File: config.mk
export PLATFORM = sky130hd
export DESIGN_NAME = hall_call_encoder
export DESIGN_NICKNAME = d
export VERILOG_FILES = /design/src/rtl/hall_call_encoder_pkg.sv /design/src/rtl/hall_call_encoder_call_debouncer.sv /design/src/rtl/hall_call_encoder.sv
export SDC_FILE = /design/constraint.sdc
export NUM_CORES = 1
export LEC_CHECK = 0
export BUFFER_PORTS_ARGS = -buffer_cell sky130_fd_sc_hd__buf_2
export CAP_MARGIN = 5
export CELL_PAD_IN_SITES_DETAIL_PLACEMENT = 1
export CELL_PAD_IN_SITES_GLOBAL_PLACEMENT = 2
export CORE_MARGIN = 10
export CORE_UTILIZATION = 35
export CTS_BUF_LIST = sky130_fd_sc_hd__clkbuf_4 sky130_fd_sc_hd__clkbuf_8
export DETAILED_ROUTE_END_ITERATION = 7
export PLACE_DENSITY_LB_ADDON = 0.05
export SETUP_SLACK_MARGIN = 0.4
export SYNTH_ARGS = -nofsm -noshare
export SYNTH_HDL_FRONTEND = slang
export SYNTH_SLANG_ARGS = --single-unit
File: constraint.sdc
create_clock -name clk -period 7.9 [get_ports clk]
set_input_delay 1.58 -clock clk [delete_from_list [all_inputs] [get_ports clk]]
set_output_delay 1.58 -clock clk [all_outputs]
set_load 0.1 [all_outputs]
File: src/rtl/hall_call_encoder_pkg.sv
// hall_call_encoder_pkg: floor index type and widths shared with
// the scheduler, call FIFO and car FSM.
package hall_call_encoder_pkg;

  localparam int FLOOR_W  = 4;
  localparam int DB_CNT_W = 8;

  typedef logic [FLOOR_W-1:0] floor_t;

  // Next floor index, wrapping from n-1 back to 0.
  function automatic floor_t wrap_inc(
    input floor_t f,
    input int     n
  );
    if (int'(f) >= n - 1) begin
      return '0;
    end
    return f + floor_t'(1);
  endfunction

endpackage

File: src/rtl/hall_call_encoder_call_debouncer.sv
// call_debouncer: one hall button -> 2-flop sync, debounce, rise pulse.
// Ports: clk, rst (async active-low), btn (raw), rise (1-cycle pulse).
module call_debouncer
  import hall_call_encoder_pkg::*;
#(
  parameter int DB_CYCLES = 4
) (
  input  logic clk,
  input  logic rst,
  input  logic btn,
  output logic rise
);

  localparam logic [DB_CNT_W-1:0] DB_LAST =
    DB_CNT_W'(DB_CYCLES - 1);

  logic                sync1;
  logic                sync2;
  logic                level;
  logic [DB_CNT_W-1:0] cnt;

  // The rise pulse is registered alongside the level change so the
  // parent sees it exactly one cycle after the level goes high.
  always_ff @(posedge clk or negedge rst) begin
    if (!rst) begin
      sync1 <= 1'b0;
      sync2 <= 1'b0;
      level <= 1'b0;
      cnt   <= '0;
      rise  <= 1'b0;
    end else begin
      sync1 <= btn;
      sync2 <= sync1;
      rise  <= 1'b0;
      if (sync2 == level) begin
        cnt <= '0;
      end else if (cnt == DB_LAST) begin
        level <= sync2;
        cnt   <= '0;
        rise  <= sync2;
      end else begin
        cnt <= cnt + DB_CNT_W'(1);
      end
    end
  end

endmodule

File: src/rtl/hall_call_encoder.sv
// hall_call_encoder: debounced hall calls -> pending lamps + req pulses.
// Ports: clk, rst, btn, floor_l1/2 in; req_valid, req_new, pending out.
module hall_call_encoder
  import hall_call_encoder_pkg::*;
#(
  parameter int NUM_FLOORS = 16,
  parameter int DB_CYCLES  = 4
) (
  input  logic                  clk,
  input  logic                  rst,
  input  logic [NUM_FLOORS-1:0] btn,
  input  floor_t                floor_l1,
  input  floor_t                floor_l2,
  output logic                  req_valid,
  output floor_t                req_new,
  output logic [NUM_FLOORS-1:0] pending
);

  localparam int IDX_W = FLOOR_W + 1;

  logic [NUM_FLOORS-1:0] rise;
  logic [NUM_FLOORS-1:0] issued;
  logic [NUM_FLOORS-1:0] at_car;
  logic [NUM_FLOORS-1:0] cand;
  logic [NUM_FLOORS-1:0] grant;
  logic [IDX_W-1:0]      slot;
  floor_t                ptr;
  floor_t                pick;
  logic                  found;

  for (genvar f = 0; f < NUM_FLOORS; f++) begin : g_db
    call_debouncer #(
      .DB_CYCLES(DB_CYCLES)
    ) u_db (
      .clk (clk),
      .rst (rst),
      .btn (btn[f]),
      .rise(rise[f])
    );
  end

  // Car positions >= NUM_FLOORS match no index and clear nothing.
  always_comb begin
    at_car = '0;
    for (int f = 0; f < NUM_FLOORS; f++) begin
      at_car[f] = (floor_l1 == floor_t'(f)) ||
                  (floor_l2 == floor_t'(f));
    end
  end

  assign cand = pending & ~issued & ~at_car;

  // Round-robin search from ptr, wrapping at NUM_FLOORS-1.
  always_comb begin
    found = 1'b0;
    pick  = ptr;
    slot  = '0;
    for (int i = 0; i < NUM_FLOORS; i++) begin
      slot = {1'b0, ptr} + IDX_W'(i);
      if (slot >= IDX_W'(NUM_FLOORS)) begin
        slot = slot - IDX_W'(NUM_FLOORS);
      end
      if (!found && cand[slot[FLOOR_W-1:0]]) begin
        found = 1'b1;
        pick  = slot[FLOOR_W-1:0];
      end
    end
  end

  always_comb begin
    grant = '0;
    if (found) begin
      grant[pick] = 1'b1;
    end
  end

  // Clear wins over set: a press at an occupied floor never latches.
  always_ff @(posedge clk or negedge rst) begin
    if (!rst) begin
      req_valid <= 1'b0;
      req_new   <= '0;
      pending   <= '0;
      issued    <= '0;
      ptr       <= '0;
    end else begin
      req_valid <= found;
      if (found) begin
        req_new <= pick;
        ptr     <= wrap_inc(pick, NUM_FLOORS);
      end
      pending <= (pending | rise) & ~at_car;
      issued  <= (issued | grant) & ~at_car;
    end
  end

endmodule

==> results.sh <==
export IMPL_gp_congestion=0.875
export IMPL_tritoncts="built"
export IMPL_cts_setup_buffers=0
export IMPL_start_kind="input port"
export IMPL_period_needed_ns=6.14
export IMPL_drc=0
export IMPL_design_area_mm2=0.0147
export IMPL_grt_max_degree=125
export IMPL_yosysTopAreaCell="dfrtp_1"
export IMPL_cts_hold_fix_buffers=0
export IMPL_outcome="complete, no violations"
export IMPL_grt_pass1_vias=10400
export IMPL_cts_made_buffers=45
export IMPL_synth_nets=1308
export IMPL_drt_wl_total_mm=37.1
export IMPL_ys_types=84
export IMPL_syn_avg_cell_area_um2=10.3
export IMPL_wire_per_inst_um=20.4
export IMPL_r2r_end="issued[12]"
export IMPL_synthFlopType="dfrtp_1"
export IMPL_drv_cap=0
export IMPL_drtPass1Iterations=5
export IMPL_post_dp_hpwl_mm=26.6
export IMPL_ys_seq_area_share_pct=45.2
export IMPL_synthCells=1255
export IMPL_ios=47
export IMPL_synth_seq_cells=233
export IMPL_fill_cells=4085
export IMPL_place_port_buffers=46
export IMPL_whs_path_depth=0
export IMPL_synth_area_top_cells="dfrtp_1, xor2_1, nor2_1"
export IMPL_ff2ff_setup_slack_ns=2.12
export IMPL_finalHoldViolCount=0
export IMPL_required_ns=8.34
export IMPL_dp_cells=1737
export IMPL_rows=70
export IMPL_drive_above_1_share_pct=16.8
export IMPL_setup_viol=0
export IMPL_overflow=0
export IMPL_min_period_over_period_pct=77.7
export IMPL_clock_skew_ns=0.0430
export IMPL_max_freq_mhz=163
export IMPL_die_height_um=212
export IMPL_slew_violations=0
export IMPL_tightest_slew_ns=1.02
export IMPL_cp_data_arrival_time_ns=6.58
export IMPL_clock_sinks=233
export IMPL_holdCritStartpoint="g_db[4].u_db.sync1"
export IMPL_slew_headroom_pct=32.1
export IMPL_synth_top_cell_area_share_pct=45.2
export IMPL_yosys_warnings=0
export IMPL_r2r_start="ptr[0]"
export IMPL_syn_to_final_growth_pct=13.6
export IMPL_async_reset_ff_share_pct=100
export IMPL_h_tree_depth=2
export IMPL_fin_cells=1819
export IMPL_syn_area_mm2=0.0129
export IMPL_vias_per_cell=5.53
export IMPL_die_area_mm2=0.0450
export IMPL_clockBufferDepth=3
export IMPL_ff2ff_path_depth=15
export IMPL_worstSkewPairLatency_ns=0.60
export IMPL_worstSetupPathType="input port to flop"
export IMPL_setup_tns_ns=0
export IMPL_grtUsageTotal_pct=16.8
export IMPL_synth_edf_count=0
export IMPL_hold_class="flop to flop"
export IMPL_drt_iter0_markers=634
export IMPL_ant_nets=0
export IMPL_fin_hold_ws_ns=0.341
export IMPL_die_w_um=212
export IMPL_worstPathMaxFanout=18
export IMPL_worstHoldEndpoint="g_db[4].u_db.sync2"
export IMPL_vias=10100
export IMPL_antenna_found_initial=0
export IMPL_placed_area_mm2=0.0136
export IMPL_core_mm2=0.0365
export IMPL_clk_pin_slew_ns=0.06
export IMPL_n_antenna_cell=0
export IMPL_initial_utilization_pct=35.3
export IMPL_end_kind="flop"
export IMPL_cts_resized_gates=0
export IMPL_rsz0062_at_grt="false"
export IMPL_grt_pass1_wl_mm=59.9
export IMPL_root_buffer="clkbuf_8"
export IMPL_nNetsFinal=1369
==> synth_stat cells (17+ instances only) <==
library cell	number
xor2_1	89
xnor2_1	40
mux2_2	21
mux4_2	25
nand4_1	21
nor3b_1	18
ha_1	27
nor3_1	53
a21oi_1	24
a31oi_1	22
nor2_1	180
and3_1	55
nand2_1	75
nand3_1	86
clkbuf_1	24
nor4_1	17
dfrtp_1	233
==> final cells by class <==
cell class              count  area (µm²)  share of cell area [%]
multi-input cells         966        6800                    46.4
flip-flops and latches    233        5830                    39.8
clock buffers              70         920                    6.27
well taps                 468         586                    3.99
repair buffers             61         353                    2.41
clock inverters            12         141                   0.964
inverters                   9        33.8                   0.230
==> logic make-up (layout without fill, tap and decap cells) <==
kind of cell	count (synthesis)	in the layout	share of synthesized area (%)
buf+inv	56	152	2.18
mux	53	53	6.78
simple gates	613	613	26.4
fa+ha+maj	27	27	2.62
xor+xnor	129	129	8.75
flops	233	233	45.2
compound gates	144	144	8.06
==> critical path: stages <==
cell and delay, ns:
buf_2 0.34, nor4b_2 0.52, nor3_1 0.19, a2111oi_0 0.46, and4bb_1 0.32, mux2i_1 0.57, nand4_1 0.33, nor3_1 0.51
o2bb2ai_1 0.18, a31oi_1 0.06, o21ai_0 0.63, inv_1 0.21, ha_1 0.37, a31oi_1 0.22, nor3_2 0.06
==> cells in the final DEF, fill, tap and decap left out, drive strengths merged, types with 5 or more instances in the layout <==
cell     instances
inv              7
mux2i            6
nand4b           6
dfrtp          233
nand4           21
nor2           181
nor4            20
clkbuf          70
xor2            89
and2             6
and3            55
mux2            22
nor3b           18
a21oi           24
or3             12
ha              27
clkinv          10
nor3            55
o2111ai         10
nor4b           21
nand2           75
or2              9
nor2b            9
nand4bb          6
o22ai           11
buf             61
o21ai           13
and4             5
o211ai           8
mux4            25
nand3           87
nand2b          11
xnor2           40
a31oi           22
==> metal layers <==
metal / vias to the layer above / part of all wire (%) / global-route usage (%)
met4: 0 / 2.8 / 5.88
met2: 228 / 46 / 26.5
met5: - / 0 / 0
met1: 5014 / 46 / 22.5
li1: 4735 / - / -
met3: 73 / 5.1 / 3.58
==> through the flow <==
step,worst slack [ns],utilization [%]
after floorplan,2.53,-
after CTS,1.95,40.2
after global placement,1.35,37.3
final,1.76,40.2
after global routing,1.35,40.2
after detailed placement,1.33,37.3
==> flip-flops by register name, indices dropped and copies added, names as in the netlist <==
signal and cells:
req_new 4, req_valid 1, g_db.u_db.sync1 16, g_db.u_db.rise 16
ptr 4, issued 16, g_db.u_db.level 16, g_db.u_db.sync2 16
pending 16, g_db.u_db.cnt 128
==> worst max-delay path by stage <==
stage | from | to | slack [ns] | depth (start not counted)
3_5_place_dp | floor_l2[2] | ptr[3] | 1.33 | 15
5_1_grt | floor_l1[2] | issued[9] | 1.35 | 15
6_report | floor_l2[2] | issued[12] | 1.76 | 15
2_1_floorplan | floor_l1[1] | ptr[1] | 2.53 | 16
4_1_cts | floor_l2[2] | issued[12] | 1.95 | 15
3_3_place_gp | floor_l2[3] | ptr[3] | 1.35 | 15
Power is left out: the tool's default activity adds up to more than one toggle a clock period on the data nets, which glitch-free logic cannot reach.
